## config.mk

```make
export PLATFORM = sky130hd
export DESIGN_NAME = io_client_flat
export DESIGN_NICKNAME = d
export VERILOG_FILES = /design/src/rtl/io_pkg.sv /design/src/rtl/if_io.sv /design/src/rtl/io_client.sv /design/src/flat_wrapper.sv
export SDC_FILE = /design/constraint.sdc
export NUM_CORES = 1
export LEC_CHECK = 0
export BUFFER_PORTS_ARGS = -buffer_cell sky130_fd_sc_hd__buf_2
export CAP_MARGIN = 10
export CORE_UTILIZATION = 38
export CTS_CLUSTER_SIZE = 14
export DETAILED_ROUTE_END_ITERATION = 10
export GPL_TIMING_DRIVEN = 0
export PLACE_DENSITY = 0.71
export SYNTH_ARGS = -nofsm -noshare
export SYNTH_HDL_FRONTEND = slang
export SYNTH_SLANG_ARGS = --single-unit
```

## constraint.sdc

```tcl
create_clock -name clk -period 2.18 [get_ports clk]
set_input_delay 0 -clock clk [delete_from_list [all_inputs] [get_ports clk]]
set_output_delay 0 -clock clk [all_outputs]
set_load 0.02 [all_outputs]
```

## src/rtl/io_pkg.sv

```systemverilog
// Shared types for the if_io client: CPU I/O opcodes and the client FSM encoding.
package io_pkg;

  typedef enum logic [1:0] {
    IO_OP_GETC    = 2'd0,
    IO_OP_GETC_NB = 2'd1,
    IO_OP_PUTC    = 2'd2
  } io_op_t;

  typedef logic [2:0] io_client_state_t;

  localparam io_client_state_t ST_IDLE      = 3'd0;
  localparam io_client_state_t ST_GETC_WAIT = 3'd1;
  localparam io_client_state_t ST_GETC_POP  = 3'd2;
  localparam io_client_state_t ST_GETC_GAP  = 3'd3;
  localparam io_client_state_t ST_PUTC_PUSH = 3'd4;
  localparam io_client_state_t ST_RESP      = 3'd5;

endpackage

```

## src/rtl/if_io.sv

```systemverilog
// Handshake bundle between the I/O client and the UART-backed I/O server.
interface if_io;
  logic       getc_en;
  logic [7:0] getc_char;
  logic       getc_pop;
  logic       putc_push;
  logic [7:0] putc_char;
  logic       putc_push_done;
  logic       inbuf_full;

  modport client (
    input  getc_en, getc_char, putc_push_done, inbuf_full,
    output getc_pop, putc_push, putc_char
  );

  modport server (
    output getc_en, getc_char, putc_push_done, inbuf_full,
    input  getc_pop, putc_push, putc_char
  );
endinterface

```

## src/rtl/io_client.sv

```systemverilog
// CPU-side I/O client: converts single getc/getc_nb/putc requests into if_io
// handshakes, one response per request, plus a sticky input-overrun flag.
module io_client
  import io_pkg::*;
#(
  parameter logic [7:0] GETC_NB_EMPTY_CHAR = 8'h00
) (
  input  logic       clk,
  input  logic       rst,
  input  logic       req_valid,
  input  logic [1:0] req_op,
  input  logic [7:0] req_char,
  output logic       req_ready,
  output logic       rsp_valid,
  output logic [7:0] rsp_char,
  output logic       rsp_empty,
  input  logic       ovr_clr,
  output logic       rx_overrun,
  if_io.client       io
);

  io_client_state_t state_r;
  io_op_t           op_r;

  // Request FSM; every output toggles on the transition into the state that owns it.
  always_ff @(posedge clk or negedge rst) begin
    if (!rst) begin
      state_r      <= ST_IDLE;
      op_r         <= IO_OP_GETC;
      req_ready    <= 1'b1;
      rsp_valid    <= 1'b0;
      rsp_char     <= 8'h00;
      rsp_empty    <= 1'b0;
      io.getc_pop  <= 1'b0;
      io.putc_push <= 1'b0;
      io.putc_char <= 8'h00;
    end else begin
      case (state_r)
        ST_IDLE: begin
          if (req_valid) begin
            req_ready <= 1'b0;
            rsp_char  <= 8'h00;
            rsp_empty <= 1'b0;
            case (req_op)
              IO_OP_GETC, IO_OP_GETC_NB: begin
                op_r    <= io_op_t'(req_op);
                state_r <= ST_GETC_WAIT;
              end
              IO_OP_PUTC: begin
                io.putc_char <= req_char;
                io.putc_push <= 1'b1;
                state_r      <= ST_PUTC_PUSH;
              end
              default: begin
                rsp_valid <= 1'b1;
                state_r   <= ST_RESP;
              end
            endcase
          end else begin
            req_ready <= 1'b1;
          end
        end
        ST_GETC_WAIT: begin
          if (io.getc_en) begin
            rsp_char    <= io.getc_char;
            io.getc_pop <= 1'b1;
            state_r     <= ST_GETC_POP;
          end else if (op_r == IO_OP_GETC_NB) begin
            rsp_char  <= GETC_NB_EMPTY_CHAR;
            rsp_empty <= 1'b1;
            rsp_valid <= 1'b1;
            state_r   <= ST_RESP;
          end else begin
            state_r <= ST_GETC_WAIT;
          end
        end
        ST_GETC_POP: begin
          io.getc_pop <= 1'b0;
          state_r     <= ST_GETC_GAP;
        end
        // The server's getc_en is stale here, so it is deliberately not sampled.
        ST_GETC_GAP: begin
          rsp_valid <= 1'b1;
          state_r   <= ST_RESP;
        end
        ST_PUTC_PUSH: begin
          if (io.putc_push_done) begin
            io.putc_push <= 1'b0;
            rsp_valid    <= 1'b1;
            state_r      <= ST_RESP;
          end else begin
            state_r <= ST_PUTC_PUSH;
          end
        end
        ST_RESP: begin
          rsp_valid <= 1'b0;
          req_ready <= 1'b1;
          state_r   <= ST_IDLE;
        end
        default: begin
          rsp_valid    <= 1'b0;
          req_ready    <= 1'b1;
          io.getc_pop  <= 1'b0;
          io.putc_push <= 1'b0;
          state_r      <= ST_IDLE;
        end
      endcase
    end
  end

  // Sticky overrun flag; a full input buffer outranks a simultaneous clear.
  always_ff @(posedge clk or negedge rst) begin
    if (!rst) begin
      rx_overrun <= 1'b0;
    end else if (io.inbuf_full) begin
      rx_overrun <= 1'b1;
    end else if (ovr_clr) begin
      rx_overrun <= 1'b0;
    end else begin
      rx_overrun <= rx_overrun;
    end
  end

endmodule

```

## src/flat_wrapper.sv

```systemverilog
// flat-port wrapper written by rule: the top's interface ports become plain ports
module io_client_flat import io_pkg::*;
#(
  parameter logic [7:0] GETC_NB_EMPTY_CHAR = 8'h00
)
  (clk, rst, req_valid, req_op, req_char, req_ready, rsp_valid, rsp_char, rsp_empty, ovr_clr, rx_overrun, io_getc_en, io_getc_char, io_putc_push_done, io_inbuf_full, io_getc_pop, io_putc_push, io_putc_char);
  if_io io_i ();
  input  logic clk;
  input  logic rst;
  input  logic req_valid;
  input  logic [1:0] req_op;
  input  logic [7:0] req_char;
  output logic req_ready;
  output logic rsp_valid;
  output logic [7:0] rsp_char;
  output logic rsp_empty;
  input  logic ovr_clr;
  output logic rx_overrun;
  input wire logic [$bits(io_i.getc_en)-1:0] io_getc_en;
  input wire logic [$bits(io_i.getc_char)-1:0] io_getc_char;
  input wire logic [$bits(io_i.putc_push_done)-1:0] io_putc_push_done;
  input wire logic [$bits(io_i.inbuf_full)-1:0] io_inbuf_full;
  output wire logic [$bits(io_i.getc_pop)-1:0] io_getc_pop;
  output wire logic [$bits(io_i.putc_push)-1:0] io_putc_push;
  output wire logic [$bits(io_i.putc_char)-1:0] io_putc_char;
  assign io_i.getc_en = io_getc_en;
  assign io_i.getc_char = io_getc_char;
  assign io_i.putc_push_done = io_putc_push_done;
  assign io_i.inbuf_full = io_inbuf_full;
  assign io_getc_pop = io_i.getc_pop;
  assign io_putc_push = io_i.putc_push;
  assign io_putc_char = io_i.putc_char;
  io_client #(.GETC_NB_EMPTY_CHAR(GETC_NB_EMPTY_CHAR)) u_core (.clk(clk), .rst(rst), .req_valid(req_valid), .req_op(req_op), .req_char(req_char), .req_ready(req_ready), .rsp_valid(rsp_valid), .rsp_char(rsp_char), .rsp_empty(rsp_empty), .ovr_clr(ovr_clr), .rx_overrun(rx_overrun), .io(io_i));
endmodule
```

==> flow_metrics.py, run 1 <==
metrics = {
    "outcome": {
        "status": "complete, no violations",
    },
    "clock_tree": {
        "post_cts_buffers": 0,
        "cts_max_level": 1,
        "worstSkewPairLatency_ns": 0.31,
        "cts_resized": 0,
        "cts-hold-fix-buffers": 22,
        "numCtsBuffers": 3,
        "numClockSinks": 27,
        "clk_path_buf_depth": 2,
        "cts_tree": "built",
        "clk_pin_slew_worst_paths_ns": 0.14,
        "cts_root_buffer": "clkbuf_4",
    },
    "logic_synthesis": {
        "syn_area_mm2": 0.00127,
        "synth_top_flop_cell": "dfrtp_1",
        "async_flop_share_pct": 100,
        "synth_area_per_cell_um2": 10.7,
        "syn_inst": 119,
        "synth-seq-cells": 27,
        "ys_types": 38,
        "yosysSeqAreaShare_pct": 53.1,
        "synth_edf_count": 0,
        "syn-num-nets": 144,
        "ys_warn_count": 0,
    },
    "worst_setup_path": {
        "crit_path_end_kind": "flip-flop",
        "ff2ff_path_depth": 4,
        "cp.required_ns": 2.40,
        "crit_end": "u_core.io.putc_char[1]$_DFFE_PN0P_",
        "cp_max_fo": 9,
        "critPathKind": "reg2reg",
        "rr_startpoint": "u_core.state_r[2]$_DFFE_PN0P_",
        "r2r_end": "u_core.io.putc_char[1]$_DFFE_PN0P_",
        "r2r_slack_ns": 0.45,
        "arrival_ns": 1.95,
        "cp-startpoint": "u_core.state_r[2]$_DFFE_PN0P_",
        "cp-start-kind": "flip-flop",
    },
    "power_and_ir_drop": {
        "power_per_cell_area_mw_per_mm2": 1240,
        "comb_power_share_pct": 52.1,
        "ir_worst_vdd_mv": 0.531,
        "p_clk_share_pct": 9.5,
        "switchingPower_uw": 940,
        "p_leak_uw": 0.000887,
        "p_seq_share_pct": 38.5,
        "cell_internal_pwr_uw": 1300,
        "p_sw_share_pct": 42.0,
        "p_total_uw": 2240,
    },
    "sta": {
        "hold_viol_final": 0,
        "max_freq_mhz": 577,
        "drv_slew": 0,
        "finClkSkew_ns": 0.00256,
        "rsz0062_at_grt": "no",
        "period_share_pct": 79.5,
        "tightest_slew_ns": 0.627,
        "min_period_ns": 1.73,
        "setup-tns-final_ns": 0,
        "max_slew_margin_pct": 58.2,
        "fin_ws_ns": 0.448,
        "setup_viol": 0,
    },
    "finish": {
        "final_nets": 217,
        "mostFrequentLayoutCells": "47 x buf_2, 26 x dfrtp_1, 22 x dlygate4sd3_1, 19 x nand2_1, 9 x o21ai_1",
        "drive_above_1_share_pct": 33.0,
        "area_growth_pct": 41.7,
        "mostFrequentLayoutCell": "buf_2",
        "fillCellCount": 260,
        "num_antenna_cells": 0,
    },
    "routing": {
        "avgRoutedWirePerCell_um": 12.6,
        "ant_nets": 0,
        "vias_per_cell": 4.86,
        "totalWireLength_um": 2950,
        "drc": 0,
        "dr.first_iter.drc_count": 43,
        "dr.pass1.iters": 4,
        "via_count": 1142,
    },
    "min_path": {
        "hp-class": "in2reg",
    },
    "floorplanning": {
        "ios": 47,
        "rows": 20,
        "core_area_mm2": 0.00313,
        "start_util_pct": 40.8,
        "die-area_mm2": 0.00359,
        "die_w_um": 59.9,
        "die_h_um": 59.9,
    },
    "grt": {
        "grt_pass1_vias": 1087,
        "grt_use_total_pct": 17.3,
        "antenna_found_initial": 0,
        "grt_start_max_net_pins": 28,
        "grt_pass1_wl_um": 4640,
        "overflow": 0,
    },
    "placed_design": {
        "gp_congestion": 0.852,
        "dpl_worst_slack_ns": 0.456,
        "io_buffers": 46,
        "dp_hpwl_um": 2000,
    },
    "flow_run": {
        "cap_violations": 0,
    },
}
per-layer routing:
metal  wire (um)  GRT usage, %  vias to the layer above
li1            -             -                      566
met1        1350          22.9                      531
met2        1440          28.3                       43
met3         143          3.25                        2
met4          17          5.65                        0
met5           0             0                        -
sequential cells by signal (all words and copies together) (netlist names):
register / flops
u_core.io.putc_char: 8
u_core.rsp_char: 8
u_core.state_r: 3
u_core.op_r: 2
u_core.io.getc_pop: 1
u_core.io.putc_push: 1
u_core.req_ready: 1
u_core.rsp_empty: 1
u_core.rsp_valid: 1
u_core.rx_overrun: 1
synth_stat cells, types with 2 or more instances:
master	number	area (um2)
o21ai_1	9	45.0
inv_1	3	11.3
o21ai_0	2	10.0
nand3b_1	2	15.0
nor2b_1	4	25.0
nand2_1	19	71.3
nand2b_1	5	31.3
a21oi_1	6	30.0
nor2_1	3	11.3
a221oi_1	2	17.5
dfrtp_1	26	651
mux2_4	8	120
a31oi_1	2	12.5
clkbuf_1	4	15.0
per-stage QoR:
step	area (um2)	cells	hold WS, ns	util, %
floorplan	1270	119	-0.296	-
global placement	1560	209	0.0328	49.9
detailed placement	1560	209	0.0492	49.9
CTS	1810	235	0.00399	57.8
global route	1810	235	0.0143	57.8
finish	1810	235	0.0134	57.8
how the worst min path moves through the flow:
stage                     depth (start not counted)  startpoint  slack, ns                             end
final                                             3   req_op[1]       0.01      u_core.op_r[1]$_DFFE_PN0P_
after global routing                              3   req_op[1]       0.01      u_core.op_r[1]$_DFFE_PN0P_
after CTS                                         3   req_op[1]      0.004      u_core.op_r[1]$_DFFE_PN0P_
after detailed placement                          1         rst       0.05  u_core.rsp_char[0]$_DFFE_PN0P_
after global placement                            1         rst       0.03   u_core.rx_overrun$_DFFE_PN0P_
after floorplan                                   0         rst      -0.30  u_core.io.getc_pop$_DFFE_PN0P_
cell type report:
cell class	count	area, um2	area share [%]
timing repair buffer	68	450	24.9
clock buffer	4	26.3	1.45
tap	44	55.1	3.05
multi-input combinational	81	548	30.3
sequential	27	677	37.5
inverter	4	15.0	0.831
buffer	7	35.0	1.94
worst max-delay path, stage by stage (launching register included):
cell	delay, ns
dfrtp_1	0.49
nand2b_4	0.18
or4_1	0.49
buf_6	0.18
mux2_4	0.30
cells by family after synthesis:
| family | synth area share, % |
|---|---|
| and+or+nand+nor | 19.0 |
| muxes | 10.3 |
| buffers and inverters | 3.92 |
| AOI/OAI and AO/OA | 13.6 |
| DFF | 53.1 |
power by group through the flow:
stage | clock network (uW) | registers, uW | logic, uW
3_5_place_dp | 0 | 875 | 1140
5_1_grt | 245 | 889 | 1280
2_1_floorplan | 0 | 1080 | 585
3_3_place_gp | 0 | 857 | 1120
4_1_cts | 224 | 862 | 1170
6_report | 212 | 861 | 1170
Power figures use the tool's default switching activity.
==> run 2: changes to the inputs <==
- ABC_AREA: unset -> 1
- PLACE_DENSITY: 0.71 -> 0.73
- clock period: 2.18 -> 1.4 ns (I/O delays scaled with it)
==> run 2 against run 1 <==
Area after synthesis is 2.2% higher. Global-route usage grew 0.97 points. Cell area rose by 10%. Combinational power up 95%. Largest cell class unchanged. Clock power increased by 58%. The flow now finishes with violations (setup timing).
==> flow_metrics.py, run 2 <==
metrics = {
    "routing": {
        "dr.first_iter.drc_count": 31,
        "ant_nets": 0,
        "vias_per_cell": 4.58,
        "drc": 0,
        "dr.pass1.iters": 4,
        "avgRoutedWirePerCell_um": 11.7,
        "totalWireLength_um": 3220,
        "via_count": 1259,
    },
    "sta": {
        "fin_ws_ns": -0.000203,
        "finClkSkew_ns": 0.00233,
        "period_share_pct": 100,
        "max_slew_margin_pct": 60.1,
        "tightest_slew_ns": 0.599,
        "drv_slew": 0,
        "setup-tns-final_ns": -0.000203,
        "min_period_ns": 1.40,
        "rsz0062_at_grt": "yes",
        "hold_viol_final": 0,
        "setup_viol": 1,
        "max_freq_mhz": 714,
    },
    "clock_tree": {
        "clk_path_buf_depth": 2,
        "numClockSinks": 27,
        "cts_max_level": 1,
        "cts_tree": "built",
        "worstSkewPairLatency_ns": 0.31,
        "clk_pin_slew_worst_paths_ns": 0.14,
        "numCtsBuffers": 3,
        "cts_root_buffer": "clkbuf_4",
    },
    "worst_setup_path": {
        "crit_top_cell": "nand2_4",
        "ff2ff_path_depth": 8,
        "crit_path_end_kind": "flip-flop",
        "crit_slowest_cell": "dfrtp_1",
        "crit_path_cell_trace": "buf_6 > nor2_8 > nand2_4 > nor2_4 > nand3_4 > buf_12 > nand2_4 > o21ai_2",
        "cp_max_fo": 6,
        "cp-start-kind": "flip-flop",
        "worst-path-stages": 8,
        "critPathKind": "reg2reg",
        "arrival_ns": 1.62,
        "crit_buf_inv": 2,
        "max_stage_delay_ns": 0.40,
        "cp.required_ns": 1.62,
        "crit_family": "simple AND/OR/NAND/NOR gates",
    },
    "finish": {
        "drive_above_1_share_pct": 38.1,
        "fin_cells": 275,
        "area_growth_pct": 53.0,
        "mostFrequentLayoutCells": "46 x buf_2, 39 x nand2_1, 24 x dfrtp_1, 22 x dlygate4sd3_1, 21 x inv_1",
        "finish.utilization_pct": 63.2,
        "top_regs": "u_core.io.putc_char: 8 flops, u_core.rsp_char: 8 flops, u_core.state_r: 3 flops",
        "mostFrequentLayoutCell": "buf_2",
        "num_antenna_cells": 0,
        "final_nets": 257,
    },
    "floorplanning": {
        "rows": 20,
        "start_util_pct": 41.3,
        "die_h_um": 60.5,
        "core_area_mm2": 0.00315,
        "die_w_um": 60.5,
        "ios": 47,
        "die-area_mm2": 0.00367,
    },
    "logic_synthesis": {
        "yosysMostFrequentCell": "nand2_1",
        "synth_compound_area_share_pct": 9.89,
        "synthSimpleGateAreaFrac_pct": 28.6,
        "synth_common_cells": "43 x nand2_1, 26 x dfrtp_1, 21 x inv_1",
        "synth_edf_count": 0,
        "muxShareOfSynthArea_pct": 0,
        "synth-seq-cells": 27,
        "yosys.area.top_type": "dfrtp_1",
        "synth_xor_area_share_pct": 0,
        "yosysSeqAreaShare_pct": 52.0,
        "synthAdderAreaFrac_pct": 0,
        "async_flop_share_pct": 100,
        "yosys-top-cells-area": "dfrtp_1 50%, nand2_1 12%, nand3_1 6.1%, inv_1 6.1%, o21ai_2 5.4%",
        "synth_top_flop_cell": "dfrtp_1",
        "syn_area_mm2": 0.00130,
        "synth_top_family_by_area": "simple AND/OR/NAND/NOR gates",
        "syn_inst": 150,
        "synth_top_area_share_pct": 50.0,
        "ys_types": 22,
        "syn-num-nets": 175,
        "ys_warn_count": 0,
        "synth_area_per_cell_um2": 8.68,
    },
    "outcome": {
        "violations": "setup timing",
        "status": "finished, violations left",
    },
    "grt": {
        "grt_use_total_pct": 18.2,
        "grt_pass1_vias": 1194,
        "grt_start_max_net_pins": 28,
        "grt_pass1_wl_um": 5010,
        "antenna_found_initial": 0,
        "overflow": 0,
    },
    "placed_design": {
        "dpl_worst_slack_ns": -0.00265,
        "place_inst": 240,
        "dp_hpwl_um": 1850,
        "io_buffers": 46,
        "gp_congestion": 0.864,
    },
    "power_and_ir_drop": {
        "cell_internal_pwr_uw": 2180,
        "comb_power_share_pct": 57.0,
        "power_per_cell_area_mw_per_mm2": 2000,
        "ir_worst_vdd_mv": 1.01,
        "p_sw_share_pct": 45.3,
        "p_clk_share_pct": 8.4,
        "p_total_uw": 3990,
        "p_seq_share_pct": 34.6,
        "switchingPower_uw": 1810,
        "p_leak_uw": 0.00111,
    },
    "min_path": {
        "hp-class": "in2reg",
        "whs_path_depth": 3,
    },
    "flow_run": {
        "cap_violations": 0,
    },
}
## run 2: cell count changes in the layout (fill, tap and decap cells not counted), moves of 5 or more
cell      previous run  this run
buf_4                0         6
nand2_1             19        39
mux2_4               8         0
nand2b_1             5         0
nand2_4              0         5
inv_1                3        21
o21ai_1              9         1
o21ai_2              0         8
nand3_1              1        15
nor2_1               3         8
## run 2: path summary, 6_finish.rpt
| kind | start | end | slack, ns |
|---|---|---|---|
| max | u_core.state_r[1]$_DFFE_PN0P_ | u_core.io.putc_char[0]$_DFFE_PN0P_ | -0.0002 |
| min reg2reg | u_core.rsp_valid$_DFFE_PN0P_ | u_core.rsp_valid$_DFFE_PN0P_ | 0.49 |
| max reg2reg | u_core.state_r[1]$_DFFE_PN0P_ | u_core.io.putc_char[0]$_DFFE_PN0P_ | -0.0002 |
| min in group asynchronous | rst | u_core.rsp_char[0]$_DFFE_PN0P_ | 0.20 |
| min | req_op[0] | u_core.op_r[0]$_DFFE_PN0P_ | 0.04 |
| max in group asynchronous | rst | u_core.state_r[0]$_DFFE_PN0P_ | 0.78 |
## run 2: through the flow
stage	cell area (um2)	hold WS, ns
global placement	1590	0.0437
finish	1990	0.0408
global route	1990	0.0533
CTS	1860	0.0337
detailed placement	1590	0.0438
floorplan	1300	-0.296
## run 2: worst reg2reg max path: stages (launching register included)
cell and delay (ns):
dfrtp_1 0.40, buf_6 0.14, nor2_8 0.13, nand2_4 0.07, nor2_4 0.14, nand3_4 0.15, buf_12 0.18, nand2_4 0.05
o21ai_2 0.05
## run 2: repair_timing
item                                    CTS  global route
endpoints found under the setup margin    7            20
hold buffers                             22             0
setup buffers                             1             7
endpoints found under the hold margin    45             0
resized for setup                         1            14
pin swaps                                 0             3
cloned                                    0             1
## run 2: cell families after synthesis
group | after synthesis
DFF | 27
AOI/OAI and AO/OA | 19
buffers and inverters | 27
and+or+nand+nor | 77
## run 2: area by class of cell
| cell class | count | area, um2 |
|---|---|---|
| timing repair buffer | 77 | 561 |
| inverter | 24 | 92.6 |
| tap | 44 | 55.1 |
| buffer | 3 | 42.5 |
| sequential | 27 | 679 |
| clock buffer | 4 | 26.3 |
| multi-input combinational | 96 | 537 |
| fill | 283 | 1160 |
## run 2: power by group through the flow
stage          Clock (uW)  Combinational (uW)  Sequential, uW
2_1_floorplan           0                 993            1700
3_3_place_gp            0                1850            1350
3_5_place_dp            0                1880            1360
4_1_cts               345                1950            1340
5_1_grt               372                2500            1430
6_report              335                2280            1380
## run 2: metal layers
layer / vias up / GRT usage, % / routed length, um
met1: 590 / 23.9 / 1350
met3: 2 / 2.35 / 100
li1: 637 / - / -
met2: 30 / 31.6 / 1760
met5: - / 0 / 0
met4: 0 / 5.52 / 14
==> run 3: changes to the inputs <==
- CAP_MARGIN: 10 -> 0
- PLACE_DENSITY: 0.73 -> 0.71
- clock period: 1.4 -> 1.8 ns (I/O delays scaled with it)
==> run 3 against run 2 <==
The flow now finishes without violations. Non-clock buffer count down 9. Die area unchanged. Register-to-register slack improved by 0.11 ns. Sequential share of layout area rose by 2.8 points. Critical path type unchanged. Largest power group unchanged. Combinational power is 34% lower. Clock power decreased by 16%. First-iteration DRC count unchanged.
==> flow_metrics.py, run 3 (synthesis gave the netlist of run 2 again) <==
metrics = {
    "grt": {
        "grt_start_max_net_pins": 28,
        "grt_pass1_wl_um": 4500,
        "grt_use_total_pct": 16.3,
        "antenna_found_initial": 0,
        "overflow": 0,
        "grt_pass1_vias": 1079,
    },
    "finish": {
        "mostFrequentLayoutCell": "buf_2",
        "num_antenna_cells": 0,
        "drive_above_1_share_pct": 33.3,
        "final_nets": 248,
        "finish.utilization_pct": 58.4,
        "mostFrequentLayoutCells": "46 x buf_2, 43 x nand2_1, 25 x dfrtp_1, 22 x dlygate4sd3_1, 21 x inv_1",
        "area_growth_pct": 41.3,
        "top_regs": "u_core.io.putc_char: 8 flops, u_core.rsp_char: 8 flops, u_core.state_r: 3 flops",
    },
    "worst_setup_path": {
        "r2r_slack_ns": 0.11,
        "cp.required_ns": 2.04,
        "cp-start-kind": "flip-flop",
        "cp_max_fo": 9,
        "crit_path_end_kind": "flip-flop",
        "arrival_ns": 1.93,
        "critPathKind": "reg2reg",
    },
    "sta": {
        "hold_viol_final": 0,
        "tightest_slew_ns": 0.583,
        "setup-tns-final_ns": 0,
        "drv_slew": 0,
        "hold-worst-slack_ns": 0.0129,
        "max_freq_mhz": 592,
        "finClkSkew_ns": 0.00205,
        "setup_viol": 0,
        "period_share_pct": 93.9,
        "min_period_ns": 1.69,
        "rsz0062_at_grt": "no",
        "max_slew_margin_pct": 61.1,
    },
    "floorplanning": {
        "core_area_mm2": 0.00315,
        "die-area_mm2": 0.00367,
        "start_util_pct": 41.3,
        "die_w_um": 60.5,
        "ios": 47,
        "die_h_um": 60.5,
        "rows": 20,
    },
    "clock_tree": {
        "clk_path_buf_depth": 2,
        "numClockSinks": 27,
        "cts_max_level": 1,
        "post_cts_buffers": 0,
        "cts_root_buffer": "clkbuf_4",
        "clk_pin_slew_worst_paths_ns": 0.15,
        "numCtsBuffers": 3,
        "worstSkewPairLatency_ns": 0.33,
        "cts_tree": "built",
    },
    "routing": {
        "totalWireLength_um": 2720,
        "dr.first_iter.drc_count": 31,
        "avgRoutedWirePerCell_um": 10.2,
        "via_count": 1178,
        "vias_per_cell": 4.43,
        "ant_nets": 0,
        "dr.pass1.iters": 4,
        "drc": 0,
    },
    "placed_design": {
        "io_buffers": 46,
        "gp_congestion": 0.797,
        "dp_hpwl_um": 1890,
    },
    "power_and_ir_drop": {
        "p_leak_uw": 0.00104,
        "ir_worst_vdd_mv": 0.844,
        "power_per_cell_area_mw_per_mm2": 1540,
    },
    "flow_run": {
        "cap_violations": 0,
    },
    "min_path": {
        "hp-class": "in2reg",
    },
    "outcome": {
        "status": "complete, no violations",
    },
}
## run 3: stage by stage
stage,setup WS [ns],cells,cell area [um2],total power [uW]
after floorplan,0.494,150,1300,2100
after global placement,0.405,240,1590,2490
after detailed placement,0.385,240,1590,2520
after CTS,0.112,266,1840,2870
after global routing,0.0111,266,1840,3090
final,0.110,266,1840,2840
## run 3: worst paths after layout
check                                               from                            end  cells after the start
min in group asynchronous                            rst     u_core.op_r[0]$_DFFE_PN0P_                      2
max in group asynchronous                            rst  u_core.state_r[2]$_DFFE_PN0P_                      2
max                        u_core.state_r[1]$_DFFE_PN0P_  u_core.state_r[0]$_DFFE_PN0P_                      6
min reg2reg                 u_core.rsp_valid$_DFFE_PN0P_   u_core.rsp_valid$_DFFE_PN0P_                      2
max reg2reg                u_core.state_r[1]$_DFFE_PN0P_  u_core.state_r[0]$_DFFE_PN0P_                      6
min                                            req_op[0]     u_core.op_r[0]$_DFFE_PN0P_                      3
## run 3: timing repair
action | CTS | global route
resized for setup | 0 | 1
hold buffers | 22 | 0
hold endpoints to repair | 45 | 0
endpoints found under the setup margin | 0 | 1
## run 3: where the power goes
group	total, uW	internal [uW]	switching [uW]	leakage [uW]
registers	1050	881	166	0.000344
clock network	283	90.8	192	0.0000183
logic	1510	565	948	0.000674
total	2840	1540	1310	0.00104
## run 3: metal layers
metal  track usage (%)  part of all wire [%]  vias to the layer above
met5                 0                     0                        -
met4              1.95                  0.37                        0
met3              3.84                   5.3                        2
met2              29.0                    48                       41
met1              20.8                    46                      523
li1                  -                     -                      612
## run 3: cell type report
| class | instances | area, um2 |
|---|---|---|
| inverter | 24 | 90.1 |
| timing repair buffer | 68 | 450 |
| sequential | 27 | 678 |
| clock buffer | 3 | 22.5 |
| fill | 313 | 1310 |
| multi-input combinational | 96 | 502 |
| buffer | 3 | 33.8 |
| clock inverter | 1 | 8.76 |
| tap | 44 | 55.1 |
## run 3: critical path, cell delays in order (launching register included)
cell	delay (ns)
dfrtp_1	0.40
buf_6	0.14
nor2_8	0.16
nand3_2	0.17
inv_1	0.12
a31oi_1	0.05
dlygate4sd3_1	0.55
